--- config.mk ---
export PLATFORM = sky130hd
export DESIGN_NAME = hpf_beat_detector
export DESIGN_NICKNAME = d
export VERILOG_FILES = /design/src/rtl/hpf_beat_detector.sv
export SDC_FILE = /design/constraint.sdc
export NUM_CORES = 1
export LEC_CHECK = 0
export CAP_MARGIN = 20
export CORE_MARGIN = 4
export CORE_UTILIZATION = 47
export CTS_CLUSTER_SIZE = 14
export DETAILED_ROUTE_END_ITERATION = 8
export GPL_TIMING_DRIVEN = 1
export PLACE_DENSITY = 0.76
export SYNTH_ARGS = -nofsm -noshare
export SYNTH_HDL_FRONTEND = slang
export SYNTH_SLANG_ARGS = --single-unit
--- constraint.sdc ---
create_clock -name clk -period 2.65 [get_ports clk]
set_input_delay 0.795 -clock clk [delete_from_list [all_inputs] [get_ports clk]]
set_output_delay 0.795 -clock clk [all_outputs]
set_load 0.05 [all_outputs]
--- src/rtl/hpf_beat_detector.sv ---
// Heartbeat peak detector on the HPF sample stream: adaptive threshold, refractory window,
// beat interval in samples and BPM via a 20-step restoring divider. Define BPM_AVG_EN to average 4 intervals.
module hpf_beat_detector #(
    parameter int Width   = 10,
    parameter int FS_HZ   = 250,
    parameter int THR_MIN = 32,
    parameter int REFRACT = 50,
    parameter int MIN_INT = 75,
    parameter int MAX_INT = 500
) (
    input  logic                    clk,
    input  logic                    rst_n,
    input  logic                    en,
    input  logic signed [Width-1:0] x_in,
    output logic                    beat_pulse,
    output logic [15:0]             interval,
    output logic                    interval_valid,
    output logic [7:0]              bpm,
    output logic                    bpm_valid,
    output logic signed [Width-1:0] thr
);
    localparam logic [1:0] S_SEARCH = 2'd0;
    localparam logic [1:0] S_PEAK   = 2'd1;
    localparam logic [1:0] S_REFR   = 2'd2;

    localparam int RW = (REFRACT > 1) ? $clog2(REFRACT) : 1;
    localparam logic [19:0] K_NUM = 20'(60 * FS_HZ);
    localparam logic signed [Width-1:0] THR_FLOOR = Width'(THR_MIN);

    logic [1:0]              state;
    logic signed [Width-1:0] peak;
    logic [RW-1:0]           rcnt;
    logic [15:0]             icnt;
    logic                    first;

    logic signed [Width-1:0] pk_new, pk_half, thr_beat;
    logic [15:0]             icnt_inc;
    logic                    beat_ev, in_rng, iv_ev;

    always_comb begin
        pk_new   = (x_in > peak) ? x_in : peak;
        pk_half  = pk_new >>> 1;
        thr_beat = (pk_half > THR_FLOOR) ? pk_half : THR_FLOOR;
        icnt_inc = (icnt == 16'hFFFF) ? icnt : icnt + 16'd1;
        beat_ev  = en && (state == S_PEAK) && !(x_in > thr);
        in_rng   = (icnt_inc >= 16'(MIN_INT)) && (icnt_inc <= 16'(MAX_INT));
        iv_ev    = beat_ev && !first && in_rng;
    end

    always_ff @(posedge clk or negedge rst_n) begin
        if (!rst_n) begin
            state          <= S_SEARCH;
            peak           <= '0;
            rcnt           <= '0;
            icnt           <= '0;
            first          <= 1'b1;
            thr            <= THR_FLOOR;
            interval       <= '0;
            beat_pulse     <= 1'b0;
            interval_valid <= 1'b0;
        end else begin
            beat_pulse     <= 1'b0;
            interval_valid <= 1'b0;
            if (en) begin
                icnt <= beat_ev ? 16'd0 : icnt_inc;
                case (state)
                    S_SEARCH: begin
                        // compare uses the pre-decrement threshold
                        if (thr > THR_FLOOR) thr <= thr - Width'(1);
                        if (x_in > thr) begin
                            state <= S_PEAK;
                            peak  <= x_in;
                        end
                    end
                    S_PEAK: begin
                        peak <= pk_new;
                        if (beat_ev) begin
                            thr        <= thr_beat;
                            rcnt       <= RW'(REFRACT - 1);
                            state      <= S_REFR;
                            beat_pulse <= 1'b1;
                            first      <= 1'b0;
                            if (!first) begin
                                interval       <= icnt_inc;
                                interval_valid <= in_rng;
                            end
                        end
                    end
                    S_REFR: begin
                        if (rcnt == '0) state <= S_SEARCH;
                        else            rcnt  <= rcnt - RW'(1);
                    end
                    default: state <= S_SEARCH;
                endcase
            end
        end
    end

    logic [15:0] div_in;
    logic        launch;

`ifdef BPM_AVG_EN
    logic [3:0][15:0] hist;
    logic [2:0]       hcnt;
    logic [17:0]      hsum;

    always_comb hsum = 18'(hist[0]) + 18'(hist[1]) + 18'(hist[2]) + 18'(hist[3]);

    always_ff @(posedge clk or negedge rst_n) begin
        if (!rst_n) begin
            hist <= '0;
            hcnt <= '0;
        end else if (iv_ev) begin
            hist <= {hist[2:0], icnt_inc};
            if (hcnt != 3'd4) hcnt <= hcnt + 3'd1;
        end
    end

    assign div_in = hsum[17:2];
    assign launch = interval_valid && (hcnt == 3'd4);
`else
    assign div_in = interval;
    assign launch = interval_valid;
`endif

    // Restoring divider: quotient bits shift in from the right as dividend bits shift out the top.
    logic        busy;
    logic [4:0]  dcnt;
    logic [15:0] rem, dvs;
    logic [19:0] quo;
    logic [16:0] rem_sh;
    logic        ge;
    logic [15:0] rem_nx;
    logic [19:0] quo_nx;

    always_comb begin
        rem_sh = {rem, quo[19]};
        ge     = rem_sh >= {1'b0, dvs};
        rem_nx = ge ? (rem_sh[15:0] - dvs) : rem_sh[15:0];
        quo_nx = {quo[18:0], ge};
    end

    always_ff @(posedge clk or negedge rst_n) begin
        if (!rst_n) begin
            busy      <= 1'b0;
            dcnt      <= '0;
            rem       <= '0;
            dvs       <= '0;
            quo       <= '0;
            bpm       <= '0;
            bpm_valid <= 1'b0;
        end else begin
            bpm_valid <= 1'b0;
            if (launch) begin
                busy <= 1'b1;
                dcnt <= 5'd20;
                rem  <= '0;
                quo  <= K_NUM;
                dvs  <= div_in;
            end else if (busy) begin
                rem  <= rem_nx;
                quo  <= quo_nx;
                dcnt <= dcnt - 5'd1;
                if (dcnt == 5'd1) begin
                    busy      <= 1'b0;
                    bpm       <= (quo_nx > 20'd255) ? 8'hFF : quo_nx[7:0];
                    bpm_valid <= 1'b1;
                end
            end
        end
    end

    logic unused_iv;
    assign unused_iv = iv_ev;
endmodule

Word-level counts from Yosys, hierarchy flattened
Index checks and enable logic that the tools add are counted.
Widths: inputs -> output; s select.
{ "op_classes": {"reduce_logical": 17, "muxes": 37, "n_lt_le_gt_ge": 8, "n_eq_ne": 10, "addsub": 5, "n_bitwise": 2} }
{ "ops": {"columns": ["cell", "n"], "rows": [
  ["$mux 16", 5],
  ["$mux 10", 5],
  ["$mux 20", 2],
  ["$pmux 10 s2", 2],
  ["$gt 10x10->1", 2],
  ["$gt 20x8->1 const B", 1],
  ["$reduce_and 4->1", 5],
  ["$ge 17x16->1", 1],
  ["$add 16x1->16 const B", 1],
  ["$eq 16x16->1 const B", 1],
  ["$ge 16x7->1 const B", 1],
  ["$le 16x9->1 const B", 1],
  ["$sub 16x16->16", 1],
  ["$mux 1", 13],
  ["$mux 6", 2],
  ["$ne 2x2->1 const B", 6],
  ["$pmux 6 s2", 1],
  ["$gt 10x7->1 const B", 1],
  ["$mux 5", 2],
  ["$sub 10x2->10 const B", 1],
  ["$gt 9x7->1 const B", 1],
  ["$reduce_and 3->1", 3],
  ["$mux 8", 1],
  ["$logic_not 6->1", 1],
  ["other kinds (12)", 19]
]} }
{ "word_totals": {"regBits": 130, "wordCells": 96, "in_bits": 13} }

Logic depth before layout (Yosys ltp)
Gate-level depths: netlist of the first run.
{ "logic_depth": {"ltp_word": 8, "ltp_mapped": 11, "depth_no_buf": 10} }

Least setup slack after synthesis of the first run
OpenSTA, ideal clock, no wires.
{ "synth_timing": {"path_type": "register to register", "startpoint": "register thr[7]", "endpoint": "register interval[0]", "arrival_time_ns": 2.724, "t_required_ns": 2.525, "path_stages_with_launch": 11, "setup_slack_ns": -0.199, "period_less_slack_ns": 2.849, "setup_time_ns": 0.125, "cell_sequence": "dfrtp_1 inv_1 ha_1 and3_1 a211oi_1 o21ai_0 o21bai_1 and3_1 clkbuf_1 buf_2 mux2_2"} }
{ "synth_between": {"elab_chain_len": 4} }
{ "synth_lines": {"columns": ["element", "line", "text"], "rows": [
  ["from (decl)", "20", "output logic signed [Width-1:0] thr"],
  ["from (signal assigned)", "69", "if (thr > THR_FLOOR) thr <= thr - Width'(1);"],
  ["from (signal assigned)", "78", "thr <= thr_beat;"],
  ["$gt 10x10->1", "45", "beat_ev = en && (state == S_PEAK) && !(x_in > thr);"],
  ["$logic_not 1->1", "45", null],
  ["$logic_and 1x1->1", "45", null],
  ["$reduce_and 4->1 (no line)", null, null],
  ["to (signal assigned)", "84", "interval <= icnt_inc;"],
  ["to (decl)", "16", "output logic [15:0] interval,"]
]} }
No other way between the ends.
A chain may end at the register's enable or synchronous reset.

Worst setup path in the final report of the first run
{ "layout_timing": {"startpoint": "input x_in[8]", "endpoint": "register peak[8]"} }
{ "layout_between": {"elab_chain_len": 3} }
{ "layout_lines": {"columns": ["element", "line", "text"], "rows": [
  ["from (decl)", "14", "input logic signed [Width-1:0] x_in,"],
  ["$gt 10x10->1, on equally long branches", "41, 70", null],
  ["$mux 10 / $ne 2x2->1 (equally long branches)", null, null],
  ["$pmux 10 s2 / $reduce_and 3->1 (equally long branches)", null, null],
  ["to (signal assigned)", "72", "peak <= x_in;"],
  ["to (signal assigned)", "76", "peak <= pk_new;"],
  ["to (decl)", "31", "logic signed [Width-1:0] peak;"]
]} }
Several ways; a longest one is shown, not always the timed one. The select of a mux whose other input is x is not followed.

==> flow_metrics.tcl, run 1 <==
set metrics [dict create \
    ant_nets 0 \
    ys_types 70 \
    synth_ff_type "dfrtp_1" \
    n_antenna_cell 0 \
    routed_wirelength_mm 19.28 \
    seq_area_frac_synth_pct 42.52 \
    vdd_drop_max_mv 0.9963 \
    netlist.area_leader.share_pct 41.83 \
    clk_pin_slew_ns 0.06 \
    fmax_ghz 0.3865 \
    synth_area_leaders "dfrtp_1 42%, ha_1 6.9%, o21ai_0 3.6%, nor2_1 3.6%, mux2_2 3.4%" \
    grt_usage_pct 21.23 \
    io_buffer_count 49 \
    core-area_um2 15940 \
    required_ns 2.95 \
    mostFrequentLayoutCell "dfrtp_1" \
    drc 0 \
    powerDensity_nw_per_um2 1325 \
    critPathKind "input port to flop" \
    crit_arrival_ns 2.89 \
    cp-start-kind "input port" \
    rows 46 \
    syn_inst 818 \
    first_pass_iters 5 \
    hold_viol_final 0 \
    whs_ns 0.3646 \
    grt_max_degree 62 \
    final_cells 1154 \
    dpl_cell_area_um2 8886 \
    slew_violations 0 \
    fin_area_um2 9938 \
    min_path_type "input port to async pin" \
    dp_worst_setup_slack_ns -0.7747 \
    fin_skew_ns 0.01011 \
    synth_area_um2 7657 \
    gp_congestion 0.8650 \
    drive_gt1_share_pct 22.92 \
    grt_use_met1_pct 28.80 \
    num_vias 6630 \
    clock_sinks 130 \
    dp.cells 1113 \
    overflow 0 \
    fin_crit_sh_pct 97.63 \
    drt_iter0_drc 513 \
    die_h_um 135.6 \
    grt_use_met3_pct 4.160 \
    antenna_found_initial 0 \
    worstMarginPinSlew_ns 0.6241 \
    status "finished clean" \
    synth_top_area_cell "dfrtp_1" \
    power_w 0.01317 \
    syn_to_final_growth_pct 29.79 \
    use_met2_pct 34.68 \
    drv_cap 0 \
    cts_max_path_buffers 2 \
    cp_max_fo 5 \
    avgSynthCellArea_um2 9.361 \
    synth_edf_count 0 \
    grt_busiest_layer "met2" \
    period_needed_ns 2.587 \
    ys_ff_latch 130 \
    root_buffer "clkbuf_16" \
    relSlewSlack_pct 57.95 \
    final_cell_mix "123 x dfrtp_1, 73 x nor2_1, 70 x buf_4, 62 x inv_1" \
    synth_nets 874 \
    hpwl_mm 13.13 \
    ys_warn_count 0 \
    fp.dieW_um 135.6 \
    avgRoutedWirePerCell_um 16.71 \
    endpoint_kind "flop" \
    die_area_um2 18400 \
    fill_cells 1276 \
    cts-buffers-inserted 17 \
    grt_pass1_wl_mm 31.70 \
    io_pins 50 \
    finalSetupViolCount 0 \
    synthArstFlopShare_pct 100.0 \
    nets 981 \
    cts_tree "built" \
    start_util_pct 48.03 \
    grt_pass1_vias 6470 \
    viasPerCell 5.745 \
    worst_slack_ns 0.06293 \
    clk_latency_ns 0.42 \
    p_leak_nw 4.365 \
    cts_max_level 4 \
]
==> worst max-delay path: stages <==
cell      delay (ns)
clkbuf_4        0.16
ha_4            0.28
and3_4          0.20
nand2_2         0.06
buf_4           0.14
a21oi_4         0.15
o21bai_4        0.09
and2_4          0.17
o31a_1          0.30
buf_6           0.13
buf_12          0.12
mux2_4          0.29
==> flip-flops by register name, indices dropped and copies added, names as in the netlist, 5 cells and up <==
name	flops
rcnt	6
bpm	8
dvs	16
dcnt	5
peak	10
interval	16
quo	20
rem	16
icnt	16
thr	10
==> final timing paths <==
kind | startpoint | end | slack [ns] | depth (start not counted)
setup / recovery | x_in[8] | peak[8]$_DFFE_PN0P_ | 0.06 | 12
hold / removal | rst_n | quo[6]$_DFFE_PN0P_ | 0.36 | 1
setup reg to reg | thr[8]$_DFFE_PN0P_ | peak[8]$_DFFE_PN0P_ | 0.08 | 12
hold reg to reg | first$_DFFE_PN1P_ | first$_DFFE_PN1P_ | 0.48 | 2
max in group asynchronous | rst_n | icnt[10]$_DFFE_PN0P_ | 1.61 | 2
min in group clk | first$_DFFE_PN1P_ | first$_DFFE_PN1P_ | 0.48 | 2
==> cell usage after synthesis, types with 4 or more instances <==
library cell / number
dfrtp_1: 128
nor2_1: 73
inv_1: 65
o21ai_0: 55
nand2_1: 53
a21oi_1: 42
ha_1: 42
nand3_1: 30
clkbuf_1: 27
mux2i_1: 24
mux2_2: 23
xnor2_1: 23
nor2b_1: 17
nor3_1: 13
a311oi_1: 12
a31oi_1: 12
nand4_1: 12
and3_1: 10
a211o_1: 9
o22a_1: 8
o22ai_1: 8
a21o_1: 7
nor4_1: 7
o21bai_1: 7
buf_2: 6
nand2b_1: 6
o211ai_1: 6
or3_1: 6
and2_1: 5
o31ai_1: 5
a211oi_1: 4
and4_1: 4
o21a_1: 4
xor2_1: 4
==> stage by stage <==
step / util, % / setup TNS [ns]
2_1_floorplan: - / 0
3_3_place_gp: 55.74 / -35.30
3_5_place_dp: 55.74 / -38.80
4_1_cts: 61.02 / 0
5_1_grt: 62.34 / -0.04657
6_report: 62.34 / 0
==> metal layers <==
layer	up-vias	share of wire (%)	wire length, µm
met3	28	4.5	863
met2	191	49	9460
met1	3249	45	8696
met5	-	0	0
li1	3162	-	-
met4	0	1.4	264
==> what timing repair did <==
action                     4_1_cts  5_1_grt
pin swaps                       14       20
setup buffers                    5        2
gates resized for setup         48       50
hold endpoints to repair         0        0
setup endpoints to repair       60       36
hold buffers                     0        0
gates cloned                     1        1
==> power by group <==
group | leakage (nW) | switching, W | internal, W
Combinational | 2.40 | 0.00392 | 0.00324
Clock | 0.318 | 0.000866 | 0.00165
Sequential | 1.64 | 0.000743 | 0.00276
==> logic make-up (layout without fill, tap and decap cells) <==
family          count (synthesis)  count (layout)  synth area share, %
xor+xnor                       27              27                3.088
mux                            47              47                6.520
simple gates                  253             253                16.44
flops                         130             130                42.52
compound gates                212             212                18.59
buf+inv                       106             226                5.719
fa+ha+maj                      43              43                7.124
==> cell type report <==
cell class / count / area, µm² / share of cell area (%)
Inverter: 65 / 244.0 / 2.455
Multi-Input combinational cell: 582 / 4393 / 44.20
Clock inverter: 8 / 121.4 / 1.221
Clock buffer: 24 / 521.8 / 5.250
Tap cell: 216 / 270.3 / 2.719
Sequential cell: 130 / 3262 / 32.82
Timing Repair Buffer: 129 / 1126 / 11.33
(Power assumes the default switching activity.)
==> inputs of run 2 (changes only) <==
Settings changed: CORE_UTILIZATION 47 to 54, PLACE_DENSITY 0.76 to 0.85.
==> flow_metrics.tcl, run 2 (same netlist as run 1, synthesis figures left out) <==
set metrics [dict create \
    status "finished with violations" \
    violations "negative setup slack" \
    nets 973 \
    first_pass_iters 8 \
    cp-start-kind "input port" \
    cts-buffers-inserted 17 \
    avgRoutedWirePerCell_um 18.41 \
    critPathKind "input port to flop" \
    n_antenna_cell 0 \
    largest_reg_flops 20 \
    finalSetupTns_ns -0.2912 \
    core-area_um2 13880 \
    ant_nets 0 \
    finalSetupViolCount 11 \
    gp_congestion 0.9157 \
    die_area_um2 16150 \
    fmax_ghz 0.3687 \
    fp.dieW_um 127.1 \
    clk_pin_slew_ns 0.06 \
    grt_max_degree 64 \
    fin_crit_sh_pct 102.3 \
    period_needed_ns 2.712 \
    antenna_found_initial 0 \
    io_pins 50 \
    final_cells 1110 \
    drc 0 \
    vdd_drop_max_mv 0.6756 \
    fin_skew_ns 0.009275 \
    rows 43 \
    required_ns 2.96 \
    drive_gt1_share_pct 22.04 \
    clk_latency_ns 0.42 \
    worst_slack_ns -0.06193 \
    critPathCapture "thr[4]$_DFFE_PN0P_" \
    die_h_um 127.1 \
    cts_max_path_buffers 2 \
    final_cell_mix "123 x dfrtp_1, 71 x nor2_1, 65 x buf_4, 61 x inv_1, 51 x o21ai_0" \
    hpwl_mm 13.07 \
    drv_cap 0 \
    powerDensity_nw_per_um2 1340 \
    min_path_type "input port to async pin" \
    dp.cells 1070 \
    routed_wirelength_mm 20.44 \
    grt_pass1_wl_mm 33.27 \
    top_register "quo" \
    r2r-start "peak[8]$_DFFE_PN0P_" \
    hold_viol_final 0 \
    timing.rr.end "thr[4]$_DFFE_PN0P_" \
    cp_max_fo 5 \
    grt_pass1_vias 6773 \
    syn_to_final_growth_pct 27.71 \
    mostFrequentLayoutCell "dfrtp_1" \
    p_leak_nw 4.293 \
    root_buffer "clkbuf_16" \
    worstSetupStartpoint "x_in[8]" \
    r2r_setup_slack_ns -0.01 \
    endpoint_kind "flop" \
    num_vias 6866 \
    io_buffer_count 49 \
    viasPerCell 6.186 \
    clock_sinks 130 \
    drt_iter0_drc 699 \
    start_util_pct 55.16 \
    overflow 0 \
    worstMarginPinSlew_ns 0.5932 \
    r2r_cells 11 \
    crit_arrival_ns 3.02 \
    cts_max_level 4 \
    relSlewSlack_pct 60.45 \
    grt_usage_pct 25.29 \
    slew_violations 0 \
    cts_tree "built" \
]
run 2: cell types whose count changed in the layout (fill, tap and decap cells not counted), moves of 3 or more:
cell	change
buf_4	-5
buf_6	-3
clkbuf_1	+4
clkbuf_8	-5
ha_1	+3
ha_4	-5
run 2: worst max-delay path: stages:
cell      delay, ns
clkbuf_4       0.15
ha_4           0.28
nand4_1        0.20
nor3_4         0.26
a221oi_2       0.11
a311oi_2       0.25
buf_4          0.19
buf_4          0.16
mux2i_1        0.08
or4_1          0.42
o311ai_1       0.11
run 2: power by group:
part	switching, W	total, W	leakage [nW]	internal, W
logic	0.00405	0.00715	2.35	0.00310
registers	0.000723	0.00348	1.64	0.00276
clock network	0.000853	0.00247	0.297	0.00162
run 2: layer usage:
layer,wire length [µm],part of all wire [%],vias up,track usage (%)
met4,797,3.9,0,9.148
met3,1325,6.5,85,5.477
met2,10030,49,304,42.93
met5,0,0,-,0
li1,-,-,3147,-
met1,8287,41,3330,31.96
run 2: worst min path at each step:
stage | endpoint | slack, ns | cells after the start | startpoint
3_3_place_gp | first$_DFFE_PN1P_ | 0.44 | 2 | first$_DFFE_PN1P_
4_1_cts | bpm[6]$_DFFE_PN0P_ | 0.31 | 1 | rst_n
3_5_place_dp | first$_DFFE_PN1P_ | 0.45 | 2 | first$_DFFE_PN1P_
5_1_grt | bpm[6]$_DFFE_PN0P_ | 0.33 | 1 | rst_n
2_1_floorplan | first$_DFFE_PN1P_ | 0.43 | 2 | first$_DFFE_PN1P_
6_report | bpm[6]$_DFFE_PN0P_ | 0.31 | 1 | rst_n
run 2: through the flow:
| stage | cell area [µm²] | hold slack [ns] | power, W | util, % | setup slack (ns) |
|---|---|---|---|---|---|
| after floorplan | 7755 | 0.4289 | 0.007905 | - | 0.01160 |
| after global placement | 8785 | 0.4429 | 0.009576 | 63.29 | -0.6299 |
| after detailed placement | 8785 | 0.4462 | 0.009804 | 63.29 | -0.7628 |
| after CTS | 9638 | 0.3114 | 0.01262 | 69.43 | 0.005715 |
| after global routing | 9779 | 0.3259 | 0.01389 | 70.45 | -0.08144 |
| final | 9779 | 0.3079 | 0.01311 | 70.45 | -0.06193 |
run 2: timing repair:
item	CTS	global route
pin swaps	14	12
setup buffers	5	1
endpoints found under the setup margin	59	63
resized for setup	43	57
hold buffers	0	0
cloned	2	0
run 2: final cells by class:
class                   instances  area, µm²
clock buffers                  23      467.9
clock inverters                 9      153.9
fillers                       950       4101
inverters                      65      244.0
multi-input cells             582       4347
flip-flops and latches        130       3262
well taps                     180      225.2
repair buffers                121       1080
==> inputs of run 3 (changes only) <==
Settings changed: REMOVE_ABC_BUFFERS from default to 1.
==> flow_metrics.tcl, run 3 (same netlist as run 1, synthesis figures left out) <==
set metrics [dict create \
    status "finished with violations" \
    violations "negative setup slack" \
    cp_slowest_stage_delay_ns 0.29 \
    dp_worst_setup_slack_ns -0.8375 \
    critPathKind "input port to flop" \
    grt_pass1_vias 6780 \
    nets 982 \
    finalSetupTns_ns -0.9106 \
    avgRoutedWirePerCell_um 19.50 \
    power_w 0.01346 \
    crit_arrival_ns 3.07 \
    grt_usage_pct 25.46 \
    whs_ns 0.2295 \
    overflow 0 \
    path_cells "buf_8 > ha_4 > nand4_1 > nor3_4 > a221oi_2 > a311oi_2 > buf_4 > nand3_2 > o31a_1 > buf_6 > buf_16 > mux2_4" \
    cts_max_path_buffers 2 \
    first_pass_iters 5 \
    r2r_cells 12 \
    p_leak_nw 4.352 \
    timing.rr.end "peak[4]$_DFFE_PN0P_" \
    critPathTopFamily "compound AO/OA/AOI/OAI gates" \
    fp.dieW_um 127.1 \
    n_antenna_cell 0 \
    final_cell_mix "125 x dfrtp_1, 73 x nor2_1, 72 x buf_4, 63 x inv_1, 51 x nand2_1" \
    min_path_type "input port to async pin" \
    cts_max_level 4 \
    required_ns 2.97 \
    grt_max_degree 52 \
    top_register "quo" \
    relSlewSlack_pct 59.31 \
    fmax_ghz 0.3635 \
    switchingPower_w 0.005781 \
    antenna_found_initial 0 \
    syn_to_final_growth_pct 28.71 \
    seq_power_share_pct 26.1 \
    endpoint_kind "flop" \
    drive_gt1_share_pct 22.15 \
    start_util_pct 55.16 \
    clock_power_share_pct 18.6 \
    r2r_setup_slack_ns -0.09 \
    worst_slack_ns -0.1008 \
    cp_max_fo 5 \
    hpwl_mm 13.16 \
    r2r-start "peak[5]$_DFFE_PN0P_" \
    vdd_drop_max_mv 0.9737 \
    core-area_um2 13880 \
    finalSetupViolCount 18 \
    die_area_um2 16150 \
    hold_viol_final 0 \
    drt_iter0_drc 619 \
    worstMarginPinSlew_ns 0.6039 \
    gp_congestion 0.9069 \
    clock_sinks 130 \
    num_vias 6967 \
    grt_pass1_wl_mm 33.22 \
    netSwitchingFraction_pct 42.95 \
    rsz0062_at_grt "true" \
    fin_crit_sh_pct 103.8 \
    routed_wirelength_mm 21.82 \
    period_needed_ns 2.751 \
    die_h_um 127.1 \
    clk_latency_ns 0.43 \
    clk_pin_slew_ns 0.06 \
    drv_cap 0 \
    cp-start-kind "input port" \
    largest_reg_flops 20 \
    drc 0 \
    cp_num_buf_inv 4 \
    io_pins 50 \
    io_buffer_count 49 \
    ant_nets 0 \
    cts_tree "built" \
    cts-buffers-inserted 17 \
    intPower_w 0.007680 \
    mostFrequentLayoutCell "dfrtp_1" \
    root_buffer "clkbuf_16" \
    crit_slowest_cell "mux2_4" \
    comb_power_share_pct 55.3 \
    slew_violations 0 \
    rows 43 \
    fin_skew_ns 0.01021 \
    viasPerCell 6.226 \
    powerDensity_nw_per_um2 1366 \
    utilization_pct 71.00 \
]
## run 3: cell types whose count changed in the layout (fill, tap and decap cells not counted), sizes merged
cell / change
clkdlybuf4s50: -1
clkinv: +1
bufbuf: -1
dlymetal6s2s: +1
clkdlybuf4s15: +1
buf: +11
dlygate4sd2: -1
clkbuf: -2
## run 3: cell type report
class,instances,area [µm²]
inverter,65,244.0
multi-input combinational,582,4313
sequential,130,3259
timing repair buffer,130,1185
fill,915,4025
clock buffer,22,474.2
clock inverter,10,155.1
tap,180,225.2
## run 3: power groups by stage
stage / clock network, W / registers (W) / logic, W
after floorplan: 0 / 0.00416 / 0.00352
after global placement: 0 / 0.00343 / 0.00618
after detailed placement: 0 / 0.00347 / 0.00638
after CTS: 0.00253 / 0.00345 / 0.00674
after global routing: 0.00262 / 0.00361 / 0.00797
final: 0.00251 / 0.00351 / 0.00744
## run 3: repair_timing
item,4_1_cts,5_1_grt
pin swaps,15,19
buffers inserted,3,11
gates cloned,1,0
hold endpoints to repair,0,0
hold buffers,0,0
gates resized for setup,41,71
setup endpoints to repair,64,53
## run 3: stage by stage
stage	cell area [µm²]	std cells
after CTS	9604	1109
after global placement	8761	1073
after detailed placement	8761	1073
after global routing	9856	1119
final	9856	1119
after floorplan	7463	777
## run 3: worst max path at each step
stage / slack [ns] / end / from / depth (start not counted)
after global routing: -0.19 / peak[0]$_DFFE_PN0P_ / peak[7]$_DFFE_PN0P_ / 12
after CTS: 0.006 / peak[6]$_DFFE_PN0P_ / x_in[6] / 10
after floorplan: -1.01 / thr[4]$_DFFE_PN0P_ / x_in[9] / 8
final: -0.10 / peak[0]$_DFFE_PN0P_ / x_in[8] / 12
after detailed placement: -0.84 / interval_valid$_DFF_PN0_ / x_in[7] / 11
after global placement: -0.68 / interval[15]$_DFFE_PN0P_ / x_in[7] / 10
## run 3: layer usage
layer / track usage, % / vias up / share of wire [%]
li1: - / 3168 / -
met1: 30.95 / 3372 / 39
met2: 42.87 / 319 / 50
met3: 5.727 / 108 / 6.7
met4: 12.43 / 0 / 5.0
met5: 0 / - / 0
==> edit, RTL diff (config.mk and constraints of run 3) <==
Add a define of `BPM_AVG_EN`.
--- a/src/rtl/hpf_beat_detector.sv
+++ b/src/rtl/hpf_beat_detector.sv
@@ -1,5 +1,7 @@
 // Heartbeat peak detector on the HPF sample stream: adaptive threshold, refractory window,
 // beat interval in samples and BPM via a 20-step restoring divider. Define BPM_AVG_EN to average 4 intervals.
+`define BPM_AVG_EN
+
 module hpf_beat_detector #(
     parameter int Width   = 10,
     parameter int FS_HZ   = 250,
Function: no difference found for any inputs over 4 cycles, from zero or initial values and one cycle with rst_n low; that may be too few to reach the edited logic, so the function may still have changed.
==> edit against run 3 <==
  * The flow still finishes with violations (setup timing)
  * Die area rose by 46%
  * Total power increased by 6.9%
  * Design area rose by 67%
  * Routed wire length is 84% higher
  * Utilization grew 7.5 points
  * Non-clock buffer count increased by 192
  * Sequential cell count rose by 67
  * Fmax shrank 25%
  * Area after synthesis up 50%
  * Setup slack lost 900 ps
  * Register-to-register slack worse by 910 ps
  * Critical path type is now flip-flop to flip-flop
  * Highest routed layer unchanged
==> edit: results (changes against run 3) <==
stage,metric,value,unit,change
sta,Final WS setup,-997.5,ps,-896.6 ps
logic_synthesis,synth warn,0,,unchanged
logic_synthesis,sequential fraction of the synthesis area,43.02,%,+0.50 points
place,dpl cells,1619,,+51%
routing,DR vias,10849,,+56%
logic_synthesis,Synth cell types,64,,-8.6%
routing,Starting DRT DRC Count,1042,,+68%
run_status,failing checks,setup timing,,
clock_tree,Worst-Skew Late Latency,470,ps,+40 ps
sta,Fin Setup TNS,-48040,ps,-47120 ps
place,DP Wirelength,19520,um,+48%
global_routing,GRT Util Overall,28.31,%,+2.9 points
layout,nets@finish,1535,,+56%
place,Routability Congestion,0.9039,,-0.33%
logic_synthesis,Compound-Gate Fraction of Synth Area,12.27,%,-6.3 points
logic_synthesis,syn_area_per_cell,10.15,um^2,+8.4%
logic_synthesis,XOR/XNOR share of the synthesized area,2.979,%,-0.11 points
logic_synthesis,ranking of synthesized cells by instance count,"dfrtp_1 (195), inv_1 (108), nand2_1 (94)",,
global_routing,first-pass GRT wire length,54370,um,+64%
place,Post-Place Setup Slack,-1261,ps,-423.2 ps
place,IO Port Bufs,49,,unchanged
clock_tree,maximum clock insertion buffer count,2,,unchanged
power,Internal,8.338,mW,+8.6%
sta,Slew @ Worst Pin,977.6,ps,+373.7 ps
clock_tree,Clock transition at path regs,90,ps,+30 ps
setup_path,R2R depth,13,,+1
power,peak supply drop,1112,uV,+14%
place,cell area after placement,0.01378,mm^2,+57%
sta,final-report setup violation count,149,,+131
sta,worst clock skew,13.36,ps,+3.151 ps
power,static leakage,7.823,nW,+80%
run_status,status,"finished, violations left",,
layout,largest registers,"hist (64), quo (20)",,
layout,layout cell share with drive strength beyond 1,38.32,%,+16 points
logic_synthesis,adder-cell share of the synthesized area,12.20,%,+5.1 points
logic_synthesis,multiplexer share of the synthesized area,10.86,%,+4.3 points
setup_path,"critical path fanouts, max",2,,-3
global_routing,largest net degree at the start of global routing,57,,+9.6%
routing,Pre-Repair DR Iteration Count,6,,+1
logic_synthesis,Area contributors post-synth,"dfrtp_1 (43%), mux2i_1 (6.6%), ha_1 (6.4%)",,
routing,Wirelength per Cell,23.42,um,+20%
setup_path,Worst EP arrival,3980,ps,+910 ps
-- edit: cell types whose count changed after synthesis, sizes merged, moves of 17 or more --
cell   delta
inv      +43
ha       +17
mux2i    +52
dfrtp    +67
nand2    +41
a21oi    +18
fa       +32
mux2     +20
o21ai    +23
-- edit: final timing paths --
| path | start | endpoint | slack (ps) |
|---|---|---|---|
| setup reg to reg | hist[18]$_DFFE_PN0P_ | dvs[14]$_DFFE_PN0P_ | -1000 |
| hold reg to reg | interval[9]$_DFFE_PN0P_ | interval[9]$_DFFE_PN0P_ | 500 |
| setup / recovery | hist[18]$_DFFE_PN0P_ | dvs[14]$_DFFE_PN0P_ | -1000 |
| max in group asynchronous | rst_n | thr[5]$_DFFE_PN1P_ | 1550 |
| min in group clk | interval[9]$_DFFE_PN0P_ | interval[9]$_DFFE_PN0P_ | 500 |
| hold / removal | rst_n | bpm[7]$_DFFE_PN0P_ | 300 |
-- edit: timing repair --
item / 4_1_cts / 5_1_grt
pin swaps: 64 / 68
gates resized for setup: 185 / 216
endpoints found under the setup margin: 145 / 138
gates cloned: 10 / 4
setup buffers: 35 / 27
-- edit: per-layer routing --
layer	global-route usage, %	vias up	part of all wire, %
li1	-	4565	-
met1	32.17	5325	35
met2	51.12	705	51
met3	4.728	254	6.9
met4	14.68	0	7.4
met5	0	-	0
-- edit: logic make-up after synthesis --
group                    Yosys count
flip-flops                       197
AND/OR/NAND/NOR                  308
buffers and inverters            149
multiplexers                     119
AO/OA/AOI/OAI                    226
adder cells (fa/ha/maj)           92
XOR/XNOR                          39
-- edit: cell type report --
type                            instances  area, um^2
Multi-Input combinational cell        784        7127
Sequential cell                       197        4933
Fill cell                            1062        4503
Timing Repair Buffer                  322        3040
Clock buffer                           17       425.4
Inverter                              108       407.9
Tap cell                              275       344.1
Clock inverter                         15       173.9
-- edit: worst max-delay path, stage by stage, from the launching register on --
cell,delay [ps]
dfrtp_1,380
inv_2,100
fa_2,490
fa_1,550
inv_1,70
ha_1,290
nand4bb_1,170
a211oi_2,120
a221oi_2,330
nor3_2,90
or4_4,490
a21oi_2,150
xor2_1,200
o21ai_1,80
-- edit: power by group through the flow --
stage	registers, mW	clock network, mW	logic, mW
final	3.80	2.71	7.88
after floorplan	4.18	0	2.29
after detailed placement	3.72	0	4.95
after CTS	3.69	2.67	6.24
after global placement	3.71	0	4.72
after global routing	3.83	2.86	8.18
-- edit: through the flow --
| step | util [%] | hold WS [ps] |
|---|---|---|
| after floorplan | - | 448.5 |
| after global placement | 65.75 | 461.3 |
| after detailed placement | 65.75 | 470.5 |
| after CTS | 73.79 | 320.3 |
| after global routing | 78.51 | 329.8 |
| final | 78.51 | 301.9 |
